<file path="config.mk">
export PLATFORM = sky130hd
export DESIGN_NAME = dda_fsm_flat
export DESIGN_NICKNAME = d
export VERILOG_FILES = /design/src/rtl/dda_pkg.sv /design/src/rtl/dda_fsm_if.sv /design/src/rtl/dda_fsm.sv /design/src/flat_wrapper.sv
export SDC_FILE = /design/constraint.sdc
export NUM_CORES = 1
export LEC_CHECK = 0
export CAP_MARGIN = 15
export CORE_ASPECT_RATIO = 1.75
export CORE_MARGIN = 4
export CORE_UTILIZATION = 40
export CTS_CLUSTER_DIAMETER = 30
export DETAILED_ROUTE_END_ITERATION = 16
export PLACE_DENSITY = 0.73
export SYNTH_ARGS = -nofsm -noshare
export SYNTH_HDL_FRONTEND = slang
export SYNTH_SLANG_ARGS = --single-unit
</file>
<file path="constraint.sdc">
create_clock -name pixel_clk_in -period 2.9 [get_ports pixel_clk_in]
set_input_delay 0.435 -clock pixel_clk_in [delete_from_list [all_inputs] [get_ports pixel_clk_in]]
set_output_delay 0.435 -clock pixel_clk_in [all_outputs]
set_load 0.02 [all_outputs]
</file>
<file path="src/rtl/dda_pkg.sv">
// Shared types, field layout and helpers for the per-column DDA traversal engine.
// Stream words are sliced with the offsets below; distances are unsigned Q8.8.
package dda_pkg;

  typedef enum logic [2:0] {IDLE, STEP, WAIT, CHECK, EMIT} state_t;

  typedef logic [15:0] q8_8_t;

  localparam int IN_W    = 95;
  localparam int OUT_W   = 39;
  localparam int COL_W   = 9;
  localparam int COORD_W = 5;
  localparam int DIST_W  = 16;
  localparam int WALL_W  = 4;

  localparam int IN_COL_LSB = 86;
  localparam int IN_MX_LSB  = 81;
  localparam int IN_MY_LSB  = 76;
  localparam int IN_SXN_BIT = 75;
  localparam int IN_SYN_BIT = 74;
  localparam int IN_SDX_LSB = 58;
  localparam int IN_SDY_LSB = 42;
  localparam int IN_DDX_LSB = 26;
  localparam int IN_DDY_LSB = 10;

  localparam logic [WALL_W-1:0] WALL_BOUNDARY = 4'hF;
  localparam q8_8_t             DIST_MAX      = 16'hFFFF;

  // Output record, MSB first: {column, perp_dist, side, wall_type, 9'b0}
  typedef struct packed {
    logic [COL_W-1:0]  col;
    q8_8_t             perp;
    logic              side;
    logic [WALL_W-1:0] wall;
    logic [8:0]        pad;
  } hit_t;

  function automatic q8_8_t sat_add(input q8_8_t a, input q8_8_t b);
    logic [DIST_W:0] s;
    s = {1'b0, a} + {1'b0, b};
    return s[DIST_W] ? DIST_MAX : s[DIST_W-1:0];
  endfunction

endpackage

</file>
<file path="src/rtl/dda_fsm_if.sv">
// AXI-stream style ray-in / hit-out bundle for the DDA engine.
interface dda_fsm_if;
  import dda_pkg::*;

  logic              dda_fsm_in_tvalid;
  logic              dda_fsm_in_tready;
  logic [IN_W-1:0]   dda_fsm_in_tdata;
  logic              dda_fsm_out_tvalid;
  logic              dda_fsm_out_tready;
  logic [OUT_W-1:0]  dda_fsm_out_tdata;
  logic              dda_fsm_out_tlast;

  modport master (
    output dda_fsm_in_tvalid, dda_fsm_in_tdata, dda_fsm_out_tready,
    input  dda_fsm_in_tready, dda_fsm_out_tvalid, dda_fsm_out_tdata, dda_fsm_out_tlast
  );

  modport slave (
    input  dda_fsm_in_tvalid, dda_fsm_in_tdata, dda_fsm_out_tready,
    output dda_fsm_in_tready, dda_fsm_out_tvalid, dda_fsm_out_tdata, dda_fsm_out_tlast
  );
endinterface

</file>
<file path="src/rtl/dda_fsm.sv">
// Per-column DDA grid walker: steps a ray through the tile map until a wall,
// the map edge, or the step budget ends it, then emits one hit record.
module dda_fsm
  import dda_pkg::*;
#(
  parameter int NUM_COLUMNS = 320,
  parameter int MAP_SIZE    = 32,
  parameter int MAP_LATENCY = 2,
  parameter int MAX_STEPS   = 64
) (
  input  logic                pixel_clk_in,
  input  logic                rst_in,
  dda_fsm_if.slave            axis,
  output logic [2*COORD_W-1:0] map_addr_out,
  input  logic [WALL_W-1:0]   map_data_in
);

  localparam int CW  = $clog2(MAX_STEPS + 1);
  localparam int WCW = (MAP_LATENCY > 1) ? $clog2(MAP_LATENCY) : 1;

  state_t              state, next_state;
  logic [COL_W-1:0]    col_q;
  logic [COORD_W-1:0]  mx_q, my_q, mx_nxt, my_nxt;
  logic                sxn_q, syn_q, side_q, oob_q, max_q;
  q8_8_t               sdx_q, sdy_q, ddx_q, ddy_q, perp;
  logic [WALL_W-1:0]   wall_q;
  logic [CW-1:0]       step_cnt;
  logic [WCW-1:0]      wait_cnt;
  logic                in_tready_q, out_tvalid_q, out_tlast_q;
  hit_t                out_rec_q;
  logic                accept, x_step, x_edge, y_edge, step_done, wait_done;

  assign accept    = (state == IDLE) && axis.dda_fsm_in_tvalid && in_tready_q;
  assign x_step    = sdx_q < sdy_q;
  assign mx_nxt    = sxn_q ? mx_q - COORD_W'(1) : mx_q + COORD_W'(1);
  assign my_nxt    = syn_q ? my_q - COORD_W'(1) : my_q + COORD_W'(1);
  // Edge test happens on the pre-step coordinate so a wrap is never mistaken for in-map.
  assign x_edge    = sxn_q ? (mx_q == '0) : (mx_q == COORD_W'(MAP_SIZE - 1));
  assign y_edge    = syn_q ? (my_q == '0) : (my_q == COORD_W'(MAP_SIZE - 1));
  assign step_done = step_cnt == CW'(MAX_STEPS);
  assign wait_done = wait_cnt == WCW'(MAP_LATENCY - 1);

  always_comb begin
    perp = side_q ? sdy_q - ddy_q : sdx_q - ddx_q;
    if (max_q || (side_q ? sdy_q : sdx_q) == DIST_MAX) perp = DIST_MAX;
  end

  always_ff @(posedge pixel_clk_in) begin
    if (rst_in) state <= IDLE;
    else        state <= next_state;
  end

  always_comb begin
    next_state = state;
    case (state)
      IDLE:  if (accept) next_state = STEP;
      STEP:  next_state = WAIT;
      WAIT:  if (wait_done) next_state = CHECK;
      CHECK: next_state = (oob_q || map_data_in != '0 || step_done) ? EMIT : STEP;
      EMIT:  if (out_tvalid_q && axis.dda_fsm_out_tready) next_state = IDLE;
      default: next_state = IDLE;
    endcase
  end

  always_ff @(posedge pixel_clk_in) begin
    if (rst_in) begin
      col_q <= '0; mx_q <= '0; my_q <= '0; sxn_q <= 1'b0; syn_q <= 1'b0;
      sdx_q <= '0; sdy_q <= '0; ddx_q <= '0; ddy_q <= '0;
      side_q <= 1'b0; oob_q <= 1'b0; max_q <= 1'b0; wall_q <= '0;
      step_cnt <= '0; wait_cnt <= '0; map_addr_out <= '0;
      in_tready_q <= 1'b0; out_tvalid_q <= 1'b0; out_tlast_q <= 1'b0; out_rec_q <= '0;
    end else begin
      in_tready_q <= (next_state == IDLE);
      case (state)
        IDLE: if (accept) begin
          col_q    <= axis.dda_fsm_in_tdata[IN_COL_LSB +: COL_W];
          mx_q     <= axis.dda_fsm_in_tdata[IN_MX_LSB +: COORD_W];
          my_q     <= axis.dda_fsm_in_tdata[IN_MY_LSB +: COORD_W];
          sxn_q    <= axis.dda_fsm_in_tdata[IN_SXN_BIT];
          syn_q    <= axis.dda_fsm_in_tdata[IN_SYN_BIT];
          sdx_q    <= axis.dda_fsm_in_tdata[IN_SDX_LSB +: DIST_W];
          sdy_q    <= axis.dda_fsm_in_tdata[IN_SDY_LSB +: DIST_W];
          ddx_q    <= axis.dda_fsm_in_tdata[IN_DDX_LSB +: DIST_W];
          ddy_q    <= axis.dda_fsm_in_tdata[IN_DDY_LSB +: DIST_W];
          step_cnt <= '0;
          oob_q    <= 1'b0;
          max_q    <= 1'b0;
        end
        STEP: begin
          if (x_step) begin
            sdx_q        <= sat_add(sdx_q, ddx_q);
            mx_q         <= mx_nxt;
            side_q       <= 1'b0;
            oob_q        <= x_edge;
            map_addr_out <= {my_q, mx_nxt};
          end else begin
            sdy_q        <= sat_add(sdy_q, ddy_q);
            my_q         <= my_nxt;
            side_q       <= 1'b1;
            oob_q        <= y_edge;
            map_addr_out <= {my_nxt, mx_q};
          end
          step_cnt <= step_cnt + CW'(1);
          wait_cnt <= '0;
        end
        WAIT: wait_cnt <= wait_cnt + WCW'(1);
        CHECK: begin
          // max_q only matters when step_done also routes us to EMIT.
          max_q  <= !oob_q && map_data_in == '0;
          wall_q <= oob_q ? WALL_BOUNDARY : map_data_in;
        end
        EMIT: begin
          if (!out_tvalid_q) begin
            out_tvalid_q <= 1'b1;
            out_tlast_q  <= col_q == COL_W'(NUM_COLUMNS - 1);
            out_rec_q    <= '{col: col_q, perp: perp, side: side_q, wall: wall_q, pad: '0};
          end else if (axis.dda_fsm_out_tready) begin
            out_tvalid_q <= 1'b0;
            out_tlast_q  <= 1'b0;
          end
        end
        default: ;
      endcase
    end
  end

  assign axis.dda_fsm_in_tready  = in_tready_q;
  assign axis.dda_fsm_out_tvalid = out_tvalid_q;
  assign axis.dda_fsm_out_tdata  = out_rec_q;
  assign axis.dda_fsm_out_tlast  = out_tlast_q;

endmodule

</file>
<file path="src/flat_wrapper.sv">
// flat-port wrapper written by rule: the top's interface ports become plain ports
module dda_fsm_flat import dda_pkg::*;
#(
  parameter int NUM_COLUMNS = 320,
  parameter int MAP_SIZE    = 32,
  parameter int MAP_LATENCY = 2,
  parameter int MAX_STEPS   = 64
)
  (pixel_clk_in, rst_in, map_addr_out, map_data_in, axis_dda_fsm_in_tvalid, axis_dda_fsm_in_tdata, axis_dda_fsm_out_tready, axis_dda_fsm_in_tready, axis_dda_fsm_out_tvalid, axis_dda_fsm_out_tdata, axis_dda_fsm_out_tlast);
  dda_fsm_if axis_i ();
  input  logic pixel_clk_in;
  input  logic rst_in;
  output logic [2*COORD_W-1:0] map_addr_out;
  input  logic [WALL_W-1:0] map_data_in;
  input wire logic [$bits(axis_i.dda_fsm_in_tvalid)-1:0] axis_dda_fsm_in_tvalid;
  input wire logic [$bits(axis_i.dda_fsm_in_tdata)-1:0] axis_dda_fsm_in_tdata;
  input wire logic [$bits(axis_i.dda_fsm_out_tready)-1:0] axis_dda_fsm_out_tready;
  output wire logic [$bits(axis_i.dda_fsm_in_tready)-1:0] axis_dda_fsm_in_tready;
  output wire logic [$bits(axis_i.dda_fsm_out_tvalid)-1:0] axis_dda_fsm_out_tvalid;
  output wire logic [$bits(axis_i.dda_fsm_out_tdata)-1:0] axis_dda_fsm_out_tdata;
  output wire logic [$bits(axis_i.dda_fsm_out_tlast)-1:0] axis_dda_fsm_out_tlast;
  assign axis_i.dda_fsm_in_tvalid = axis_dda_fsm_in_tvalid;
  assign axis_i.dda_fsm_in_tdata = axis_dda_fsm_in_tdata;
  assign axis_i.dda_fsm_out_tready = axis_dda_fsm_out_tready;
  assign axis_dda_fsm_in_tready = axis_i.dda_fsm_in_tready;
  assign axis_dda_fsm_out_tvalid = axis_i.dda_fsm_out_tvalid;
  assign axis_dda_fsm_out_tdata = axis_i.dda_fsm_out_tdata;
  assign axis_dda_fsm_out_tlast = axis_i.dda_fsm_out_tlast;
  dda_fsm #(.NUM_COLUMNS(NUM_COLUMNS), .MAP_SIZE(MAP_SIZE), .MAP_LATENCY(MAP_LATENCY), .MAX_STEPS(MAX_STEPS)) u_core (.pixel_clk_in(pixel_clk_in), .rst_in(rst_in), .axis(axis_i), .map_addr_out(map_addr_out), .map_data_in(map_data_in));
endmodule
</file>
==> summary.md <==
| Metric | Value |
|---|---|
| Placed Instances | approximately 1.7k |
| Setup crit start kind | flip-flop |
| Final worst slack | between 0.1 and 0.15 ns |
| Non-filler instance count after layout | 1733 |
| Total of max-cap violations | 0 |
| Routability congestion estimate | around 0.94 |
| NetSw | roughly 2.6 mW |
| Post-DRT Antenna Nets | 0 |
| CP endpoint kind | flip-flop |
| Number of flops mapped to enable cells by yosys | 0 |
| Clk root buf | clkbuf_16 |
| CP Class | flip-flop to flip-flop |
| Nets | between 1.5k and 2k |
| Clock Power Share | between 30% and 40% |
| Sequential fraction of the synthesis area | about 29% |
| TritonCTS Buffers | 17 |
| Worst hold path class | flip-flop to flip-flop |
| Via count | approximately 9.8k |
| Tcrit/Tclk final | 95.8% |
| H-tree depth | 4 |
| Clock latency on the worst-skew pair | roughly 0.45 ns |
| Synth area leader | dfxtp_1 |
| Row Count | 76 |
| Die H | 217 microns |
| Tot GR Track Use | 22.3% |
| Tmin final | between 2 and 3 ns |
| Sink Count | between 100 and 150 |
| Placed Area | 0.0117 sq mm |
| Synth Cell Area | ~0.010 sq mm |
| #FFs+latches synth | about 150 |
| DR top layer | met4 |
| Final Hold Fails | 0 |
| Worst vdd ir | between 0.4 and 0.5 mV |
| Post-Syn Instances | 1286 |
| Initial DRT Pass Iterations | 5 |
| Setup violators final | 0 |
| RSZ-0062 raised after global routing | no |
| WL met3 | between 1 and 1.5 mm |
| Routed wire per std cell | 18.0 microns |
| Power per cell area | slightly below 600 mW/mm^2 |
| Met1 WL | 11.7 mm |
| Hold Slack | roughly 0.45 ns |
| Antenna violations before repair | 1 |
| Slew @ Worst Pin | a little over 0.7 ns |
| Met2 WL | about 17 mm |
| TritonCTS clock tree | built |
| Post-synth top area share | about 30% |
| First-pass GRT wire length | ~49 mm |
| DR vias/cell | 5.64 |
| CORE AREA | approximately 0.025 sq mm |
| Area Overhead vs Synth | 23.9% |
| Die ar. | approximately 0.028 sq mm |
| PortBufs | ~140 |
| Main synth FF type | dfxtp_1 |
| Critical path arrival | 3.12 ns |
| Leak | around 4.8 nW |
| Fin. max-slew vios | 0 |
| Non-Filler Cell Area, Final | approximately 0.012 sq mm |
| WL final | between 30 and 40 mm |
| Synth area leaders | dfxtp_1 (29%), ha_1 (11%), a21oi_1 (6.9%) |
| Reg clk slew, reported paths | about 0.07 ns |
| Starting Density | roughly 40% |
| Die Wd | around 130 microns |
| P_int | 4.49 mW |
| Pre-CTS setup slack | about 0.065 ns |
| Worst EP required | approximately 3.2 ns |
| Critical path peak fanout | 7 |
| Remaining DRCs | 0 |
| Fill cells | approximately 2.4k |
| Pin count of the biggest net entering global routing | roughly 110 |
| Post-Synthesis Mean Instance Area | ~7.7 sq um |
| Total congestion overflow | 0 |
| Clock Tree Buf Depth | 2 |
| Asr flop ratio synth | 0% |
| Status | finished, final reports clean |
| Initial DRC Count | approximately 580 |
| Sw Share | approximately 37% |
| Layout cells sized above 1 | under 10% |
| Vias in the first global route | about 9.6k |
| Synth warnings | 0 |
| Max Freq | ~360 MHz |
| Max-slew headroom | a little over half |
| Yosys cell types | 86 |
| Placed wire-length estimate | about 23 mm |
| Sequential power share | 32.6% |
| Combinational Power Share | a little over a third |
| I/O Pins | between 150 and 200 |
| Setup total negative slack | 0 ns |
| Hold-fix buffers at CTS | 0 |
| Worst Skew | around 0.010 ns |
-- cell families (layout without fill, tap and decap cells) --
group | Yosys count | after routing | share of synthesized area, %
DFF | 146 | 146 | 29.4
xor gates and xnor gates | 41 | 41 | 3.61
other | 1 | 10 | 0.0377
AOI/OAI and AO/OA | 392 | 393 | 26.6
and+or+nand+nor | 434 | 434 | 20.3
adders and majority gates | 91 | 91 | 11.9
buffers and inverters | 173 | 298 | 7.34
muxes | 8 | 8 | 0.830
-- sequential cells by signal (all words and copies together) (netlist names), 7 cells and up --
| name | cells |
|---|---|
| u_core.map_addr_out | 10 |
| u_core.step_cnt | 7 |
| u_core.sdy_q | 16 |
| u_core.ddx_q | 16 |
| u_core.axis.dda_fsm_out_tdata | 30 |
| u_core.sdx_q | 16 |
| u_core.col_q | 9 |
| u_core.ddy_q | 16 |
-- placed cells by master, fill, tap and decap left out, types with 5 or more instances in the layout --
cell,instances
o21ai_0,71
o21ai_1,6
a21o_1,20
a311oi_1,6
mux2i_1,6
a211oi_1,33
and2_1,5
xnor2_1,28
and3_1,6
xor2_1,13
o21a_1,18
fa_1,6
clkbuf_16,17
a31oi_1,9
conb_1,9
buf_4,39
ha_1,85
o31ai_1,5
o221ai_2,12
nor4_1,8
a21oi_1,137
nand4_1,12
nor3_1,33
nor2_1,96
a21oi_2,12
nor2b_1,13
or3_1,10
clkdlybuf4s50_1,134
nand2_1,172
nand2b_1,15
nand3_1,27
or2_2,5
o211ai_1,8
inv_1,88
dfxtp_1,146
o221ai_1,5
-- final cells by class --
class	instances	area, sq um	share of cell area, %
multi-input combinational	976	6390	51.8
sequential	146	2920	23.7
timing repair buffer	177	1710	13.9
clock buffer	20	457	3.70
tap	312	390	3.17
inverter	89	334	2.71
clock inverter	12	123	0.994
antenna	1	2.50	0.0203
-- cell usage after synthesis, types with 6 or more instances --
cell type / count
o31ai_1: 6
or3_1: 10
a311oi_1: 6
fa_1: 6
a21o_1: 20
o21a_1: 18
nand4_1: 12
xor2_1: 13
nand3_1: 27
a21oi_1: 137
buf_2: 11
clkbuf_1: 54
buf_4: 10
nor2_1: 98
o221ai_2: 12
o211ai_1: 8
a31oi_1: 9
nor3_1: 34
mux2i_1: 6
nor4_1: 9
xnor2_1: 28
nor2b_1: 13
inv_1: 88
dfxtp_1: 146
and3_1: 6
o21ai_0: 71
a211oi_1: 34
o21ai_1: 6
nand2b_1: 15
a21oi_2: 12
ha_1: 85
nand2_1: 172
-- layer usage --
metal	up-vias	global-route usage (%)
li1	4763	-
met1	4622	23.1
met2	296	42.1
met3	97	2.96
met4	0	13.1
met5	-	0
-- path summary, 6_finish.rpt --
| path | to | slack (ns) | start | cells past startpoint |
|---|---|---|---|---|
| max | u_core.sdx_q[5]$_SDFFE_PP0P_ | 0.12 | u_core.ddx_q[0]$_SDFFE_PP0P_ | 10 |
| min | u_core.axis.dda_fsm_out_tdata[11]$_SDFFE_PP0P_ | 0.45 | u_core.axis.dda_fsm_out_tdata[11]$_SDFFE_PP0P_ | 2 |
| max reg2reg | u_core.sdx_q[5]$_SDFFE_PP0P_ | 0.12 | u_core.ddx_q[0]$_SDFFE_PP0P_ | 10 |
| min reg2reg | u_core.axis.dda_fsm_out_tdata[11]$_SDFFE_PP0P_ | 0.45 | u_core.axis.dda_fsm_out_tdata[11]$_SDFFE_PP0P_ | 2 |
-- per-stage QoR --
step	power (mW)	utilization, %
finish	7.11	50.3
global route	7.48	50.3
CTS	7.12	50.1
detailed placement	4.89	47.7
global placement	4.85	47.7
floorplan	4.07	-
-- power by group through the flow --
stage          Sequential, mW  Combinational (mW)  Clock [mW]
4_1_cts                  2.31                2.56        2.24
6_report                 2.32                2.59        2.20
3_5_place_dp             2.36                2.53           0
3_3_place_gp             2.35                2.50           0
2_1_floorplan            2.31                1.76           0
5_1_grt                  2.33                2.84        2.31
-- what timing repair did --
| item | CTS | global route |
|---|---|---|
| hold endpoints to repair | 0 | 0 |
| buffers inserted | 0 | 1 |
| endpoints found under the setup margin | 0 | 14 |
| gates resized for setup | 0 | 4 |
-- worst max-delay path: stages, from the launching register on --
cell and delay [ns]:
dfxtp_1 0.33, ha_1 0.25, fa_1 0.41, nand2b_1 0.13, a221oi_2 0.08, o41ai_2 0.33, a21oi_2 0.15, a221oi_4 0.34
o311a_2 0.36, a211oi_1 0.10, a21o_1 0.17
(Power assumes the default switching activity.)
